--- config.mk ---
export PLATFORM = sky130hd
export DESIGN_NAME = zoe_digit_source
export DESIGN_NICKNAME = d
export VERILOG_FILES = /design/src/rtl/zoe_digit_pkg.sv /design/src/rtl/zoe_debounce.sv /design/src/rtl/zoe_digit_source.sv
export SDC_FILE = /design/constraint.sdc
export NUM_CORES = 1
export LEC_CHECK = 0
export ABC_AREA = 1
export CORE_ASPECT_RATIO = 0.6
export CORE_MARGIN = 4
export CORE_UTILIZATION = 59
export CTS_CLUSTER_DIAMETER = 50
export DETAILED_ROUTE_END_ITERATION = 6
export HOLD_SLACK_MARGIN = 0.1
export PLACE_DENSITY_LB_ADDON = 0.1
export SETUP_SLACK_MARGIN = 0.3
export SLEW_MARGIN = 20
export SYNTH_ARGS = -nofsm -noshare
export SYNTH_HDL_FRONTEND = slang
export SYNTH_SLANG_ARGS = --single-unit
export TNS_END_PERCENT = 1
--- constraint.sdc ---
create_clock -name clk -period 3.8 [get_ports clk]
set_clock_uncertainty 0.05 [all_clocks]
set_input_delay 1.14 -clock clk [delete_from_list [all_inputs] [get_ports clk]]
set_output_delay 1.14 -clock clk [all_outputs]
set_load 0.01 [all_outputs]
--- src/rtl/zoe_digit_pkg.sv ---
// Shared types and helpers for the zoe digit source: FSM encoding, direction
// constants and the wrap-aware advance function.
package zoe_digit_pkg;

  localparam int DIGIT_W = 4;

  typedef enum logic {
    ST_HOLD = 1'b0,
    ST_RUN  = 1'b1
  } state_e;

  localparam logic DIR_UP   = 1'b0;
  localparam logic DIR_DOWN = 1'b1;

  // Returns {wrapped, next_digit} for one step in the given direction.
  function automatic logic [DIGIT_W:0] advance(input logic [DIGIT_W-1:0] d,
                                               input logic               dir,
                                               input logic [DIGIT_W-1:0] last);
    if (dir == DIR_UP)
      return (d == last) ? {1'b1, {DIGIT_W{1'b0}}} : {1'b0, d + DIGIT_W'(1)};
    else
      return (d == '0) ? {1'b1, last} : {1'b0, d - DIGIT_W'(1)};
  endfunction

endpackage

--- src/rtl/zoe_debounce.sv ---
// Step-button conditioner: 2-flop synchroniser, stable-count filter and a
// rising-edge detector producing a one-cycle step_pulse.
module zoe_debounce #(
  parameter int DEBOUNCE = 4
) (
  input  logic clk,
  input  logic rst_n,
  input  logic step_btn,
  output logic step_pulse
);

  localparam int CW = $clog2(DEBOUNCE + 1);

  logic [1:0]    sync;
  logic          step_s;
  logic          level;
  logic          level_q;
  logic [CW-1:0] cnt;

  assign step_s = sync[1];

  always_ff @(posedge clk or negedge rst_n) begin
    if (!rst_n) begin
      sync    <= '0;
      level   <= 1'b0;
      level_q <= 1'b0;
      cnt     <= '0;
    end else begin
      sync    <= {sync[0], step_btn};
      level_q <= level;
      // Any sample agreeing with the current level restarts the stability count.
      if (step_s == level) begin
        cnt <= '0;
      end else if (cnt == CW'(DEBOUNCE - 1)) begin
        level <= step_s;
        cnt   <= '0;
      end else begin
        cnt <= cnt + CW'(1);
      end
    end
  end

  assign step_pulse = level & ~level_q;

endmodule

--- src/rtl/zoe_digit_source.sv ---
// Digit generator feeding the seven-segment decoder: hold/step or free-run a
// digit in 0..LAST with load override, registered tick and wrap flags.
module zoe_digit_source
  import zoe_digit_pkg::*;
#(
  parameter int MAX_COUNT = 1000,
  parameter int DEBOUNCE  = 4,
  parameter int LAST      = 9
) (
  input  logic               clk,
  input  logic               rst_n,
  input  logic               run,
  input  logic               dir,
  input  logic               step_btn,
  input  logic               load,
  input  logic [DIGIT_W-1:0] load_val,
  output logic [DIGIT_W-1:0] digit,
  output logic               tick,
  output logic               wrap
);

  localparam int                 PW     = $clog2(MAX_COUNT);
  localparam logic [DIGIT_W-1:0] LAST_D = DIGIT_W'(LAST);

  logic [1:0]              run_sync, dir_sync, load_sync;
  logic [1:0][DIGIT_W-1:0] lv_sync;
  logic                    run_s, dir_s, load_s;
  logic [DIGIT_W-1:0]      lv_s, lv_clamp;
  logic                    step_pulse;

  state_e                  state, state_nxt;
  logic [PW-1:0]           presc, presc_nxt;
  logic                    expire, adv;
  logic [DIGIT_W:0]        adv_res;

  zoe_debounce #(.DEBOUNCE(DEBOUNCE)) u_debounce (
    .clk        (clk),
    .rst_n      (rst_n),
    .step_btn   (step_btn),
    .step_pulse (step_pulse)
  );

  always_ff @(posedge clk or negedge rst_n) begin
    if (!rst_n) begin
      run_sync  <= '0;
      dir_sync  <= '0;
      load_sync <= '0;
      lv_sync   <= '0;
    end else begin
      run_sync  <= {run_sync[0], run};
      dir_sync  <= {dir_sync[0], dir};
      load_sync <= {load_sync[0], load};
      lv_sync   <= {lv_sync[0], load_val};
    end
  end

  assign run_s    = run_sync[1];
  assign dir_s    = dir_sync[1];
  assign load_s   = load_sync[1];
  assign lv_s     = lv_sync[1];
  assign lv_clamp = (lv_s > LAST_D) ? LAST_D : lv_s;

  always_comb begin
    state_nxt = state;
    presc_nxt = presc;
    expire    = 1'b0;
    adv       = 1'b0;
    unique case (state)
      ST_HOLD: begin
        presc_nxt = '0;
        adv       = step_pulse;
        if (run_s) state_nxt = ST_RUN;
      end
      ST_RUN: begin
        // Dropping run wins over a pending expiry: no tick, no advance.
        if (!run_s) begin
          state_nxt = ST_HOLD;
          presc_nxt = '0;
        end else if (presc == PW'(MAX_COUNT - 1)) begin
          presc_nxt = '0;
          expire    = 1'b1;
          adv       = 1'b1;
        end else begin
          presc_nxt = presc + PW'(1);
        end
      end
      default: state_nxt = ST_HOLD;
    endcase
  end

  assign adv_res = advance(digit, dir_s, LAST_D);

  always_ff @(posedge clk or negedge rst_n) begin
    if (!rst_n) begin
      state <= ST_HOLD;
      presc <= '0;
      digit <= '0;
      tick  <= 1'b0;
      wrap  <= 1'b0;
    end else begin
      state <= state_nxt;
      presc <= presc_nxt;
      tick  <= expire;
      wrap  <= !load_s && adv && adv_res[DIGIT_W];
      if (load_s)   digit <= lv_clamp;
      else if (adv) digit <= adv_res[DIGIT_W-1:0];
    end
  end

endmodule
==> results.toml <==
[drt]
vias = 1151
drt_wl_total_mm = 3.06
drt-pass1-iter-count = 4
drc = 0
antenna_left = 0
route.detailed.wl_per_inst_um = 13.8
drtIter0Drc = 77
viasPerCell = 5.18

[outcome]
status = "completed"

[logic_synthesis]
ys_ff_latch = 38
synth_fp_nets = 178
syn_inst = 166
synth_top_cell_by_area = "dfrtp_1"
yosys_warnings = 0
syn_area_um2 = 1590
yosys-top-cells-area = "dfrtp_1 (60%), nand2_1 (11%), nor2_1 (5.0%)"
avgSynthCellArea_um2 = 9.58
synth_top_area_share_pct = 59.8
yosysSeqAreaShare_pct = 59.8
ys_types = 24

[cells_and_area]
final_common_cell = "nand2_1"
fin_util_pct = 75.8
areaGrowthSynthToFinish_pct = 21.1
nets = 201
antenna_cells = 0
drive_gt1_share_pct = 11.6
mostFrequentLayoutCells = "nand2_1 (45), dfrtp_1 (38), nor2_1 (21)"

[floorplan]
die_h_um = 48.2
start_util_pct = 62.6
core_um2 = 2540
die_width_um = 75.0
rows = 14
die_area_um2 = 3620
pin_count = 16

[cts]
numCtsBuffers = 5
htree_levels = 2
clk_latency_ps = 290
clk_pin_slew_worst_paths_ps = 70
ctsLongestPathBuffers = 2
cts_tree = "yes"
cts_hold_buf = 0
cts_sinks = 38
root_buffer = "clkbuf_8"
cts_resized = 0
post_cts_buffers = 0

[sta]
setup_tns_ps = 0
slew_headroom_pct = 69.5
finalHoldViolCount = 0
layout_min_cycle_time_ps = 2540
finalCritPeriodShare_pct = 66.9
rsz0062_at_grt = "no"
drv_slew = 0
fmax_ghz = 0.393
tightest_slew_ps = 457
setup-violations-final = 0

[worst_hold_path]
hp-class = "reg -> reg"

[placement]
port_buffers = 15
hpwl_mm = 2.18
gp_congestion = 0.806

[setup_path]
arrival_ps = 1350
worstReg2RegStart = "presc[0]$_DFF_PN0_"
critical_path.startpoint = "digit[1]$_DFFE_PN0P_"
r2r_setup_slack_ps = 2160
path_max_fanout = 8
reg2reg_to = "presc[3]$_DFF_PN0_"
endpoint = "digit[1]"
path_depth = 1
cp.buffers_inverters = 1
cp.required_ps = 2610
cp-start-kind = "flop"
critPathMaxStageDelay_ps = 590
path_cells = "clkdlybuf4s50_1"
path_delay_family = "buffers and inverters"
path_class = "reg -> out"
cp_slowest_cell = "clkdlybuf4s50_1"
ff2ff_path_depth = 6
cp-end-kind = "primary output"

[grt]
grt_antenna_before_repair = 0
grt_max_degree = 39
grt-ovfl-total = 0
grt_pass1_vias = 1072
track_usage_pct = 19.6
grt_pass1_wl_mm = 4.93

[power_and_ir_drop]
powerDensity_nw_per_um2 = 563
p_leak_nw = 0.891
power.total_mw = 1.08
vdd_drop_max_uv = 398

[run]
cap_viol_max_count = 0
logic make-up after synthesis:
logic type,synth area share [%]
mux,0.708
flops,59.8
simple gates,29.2
buf+inv,3.54
fa+ha+maj,1.57
xor+xnor,2.75
compound gates,2.44
flip-flops by register name, indices dropped and copies added, names as in the netlist:
register,flops
wrap,1
tick,1
state,1
u_debounce.cnt,3
u_debounce.level_q,1
load_sync,2
lv_s,4
digit,4
u_debounce.sync,2
u_debounce.level,1
presc,10
lv_sync,4
dir_sync,2
run_sync,2
report_power, final:
group | switching [mW] | internal (mW) | total (mW)
registers | 0.0414 | 0.445 | 0.487
clock network | 0.139 | 0.263 | 0.401
logic | 0.112 | 0.0849 | 0.197
metrics by stage:
stage	area (um^2)	setup WS, ps	hold WS (ps)	cells
final	1930	1260	301	222
after global routing	1930	1180	319	222
after CTS	1930	1260	303	222
after detailed placement	1790	1580	286	214
after global placement	1790	1610	281	214
after floorplan	1590	2160	281	166
how the worst min path moves through the flow:
stage                                      from  cells after the start                     to
after global routing      dir_sync[0]$_DFF_PN0_                      0  dir_sync[1]$_DFF_PN0_
after global placement     lv_sync[2]$_DFF_PN0_                      0      lv_s[2]$_DFF_PN0_
after floorplan           dir_sync[0]$_DFF_PN0_                      0  dir_sync[1]$_DFF_PN0_
after detailed placement  dir_sync[0]$_DFF_PN0_                      0  dir_sync[1]$_DFF_PN0_
after CTS                 dir_sync[0]$_DFF_PN0_                      0  dir_sync[1]$_DFF_PN0_
final                      lv_sync[2]$_DFF_PN0_                      0      lv_s[2]$_DFF_PN0_
metal layers:
metal  up-vias  routed length [um]  track usage (%)
met5         -                   0                0
met4         0                  10             3.19
met3         2                 152             8.02
met2        22                1450             32.7
met1       549                1450             25.1
li1        578                   -                -
cells in the mapped netlist:
cell and instances:
nor3b_1 2, a21oi_1 2, a21oi_2 1, xor2_1 3, nor2_2 3, nand3b_1 1
nand2_4 1, mux2_2 1, inv_1 15, nor3_2 2, nand3_1 12, ha_1 2
nand3_2 2, nor3_1 3, o21ai_0 1, nand2_1 45, o221ai_1 1, xnor2_1 2
dfrtp_1 38, nor2_1 21, nand2_2 2, nor2_4 1, a31oi_1 1, nand4_1 4
cell type report:
| type | instances | area, um^2 |
|---|---|---|
| tap | 32 | 40.0 |
| multi-input combinational | 113 | 583 |
| fill | 169 | 614 |
| clock buffer | 5 | 68.8 |
| sequential | 38 | 951 |
| inverter | 15 | 56.3 |
| timing repair buffer | 16 | 158 |
| clock inverter | 3 | 68.8 |
Note: power is estimated with default switching activity, not from simulation.
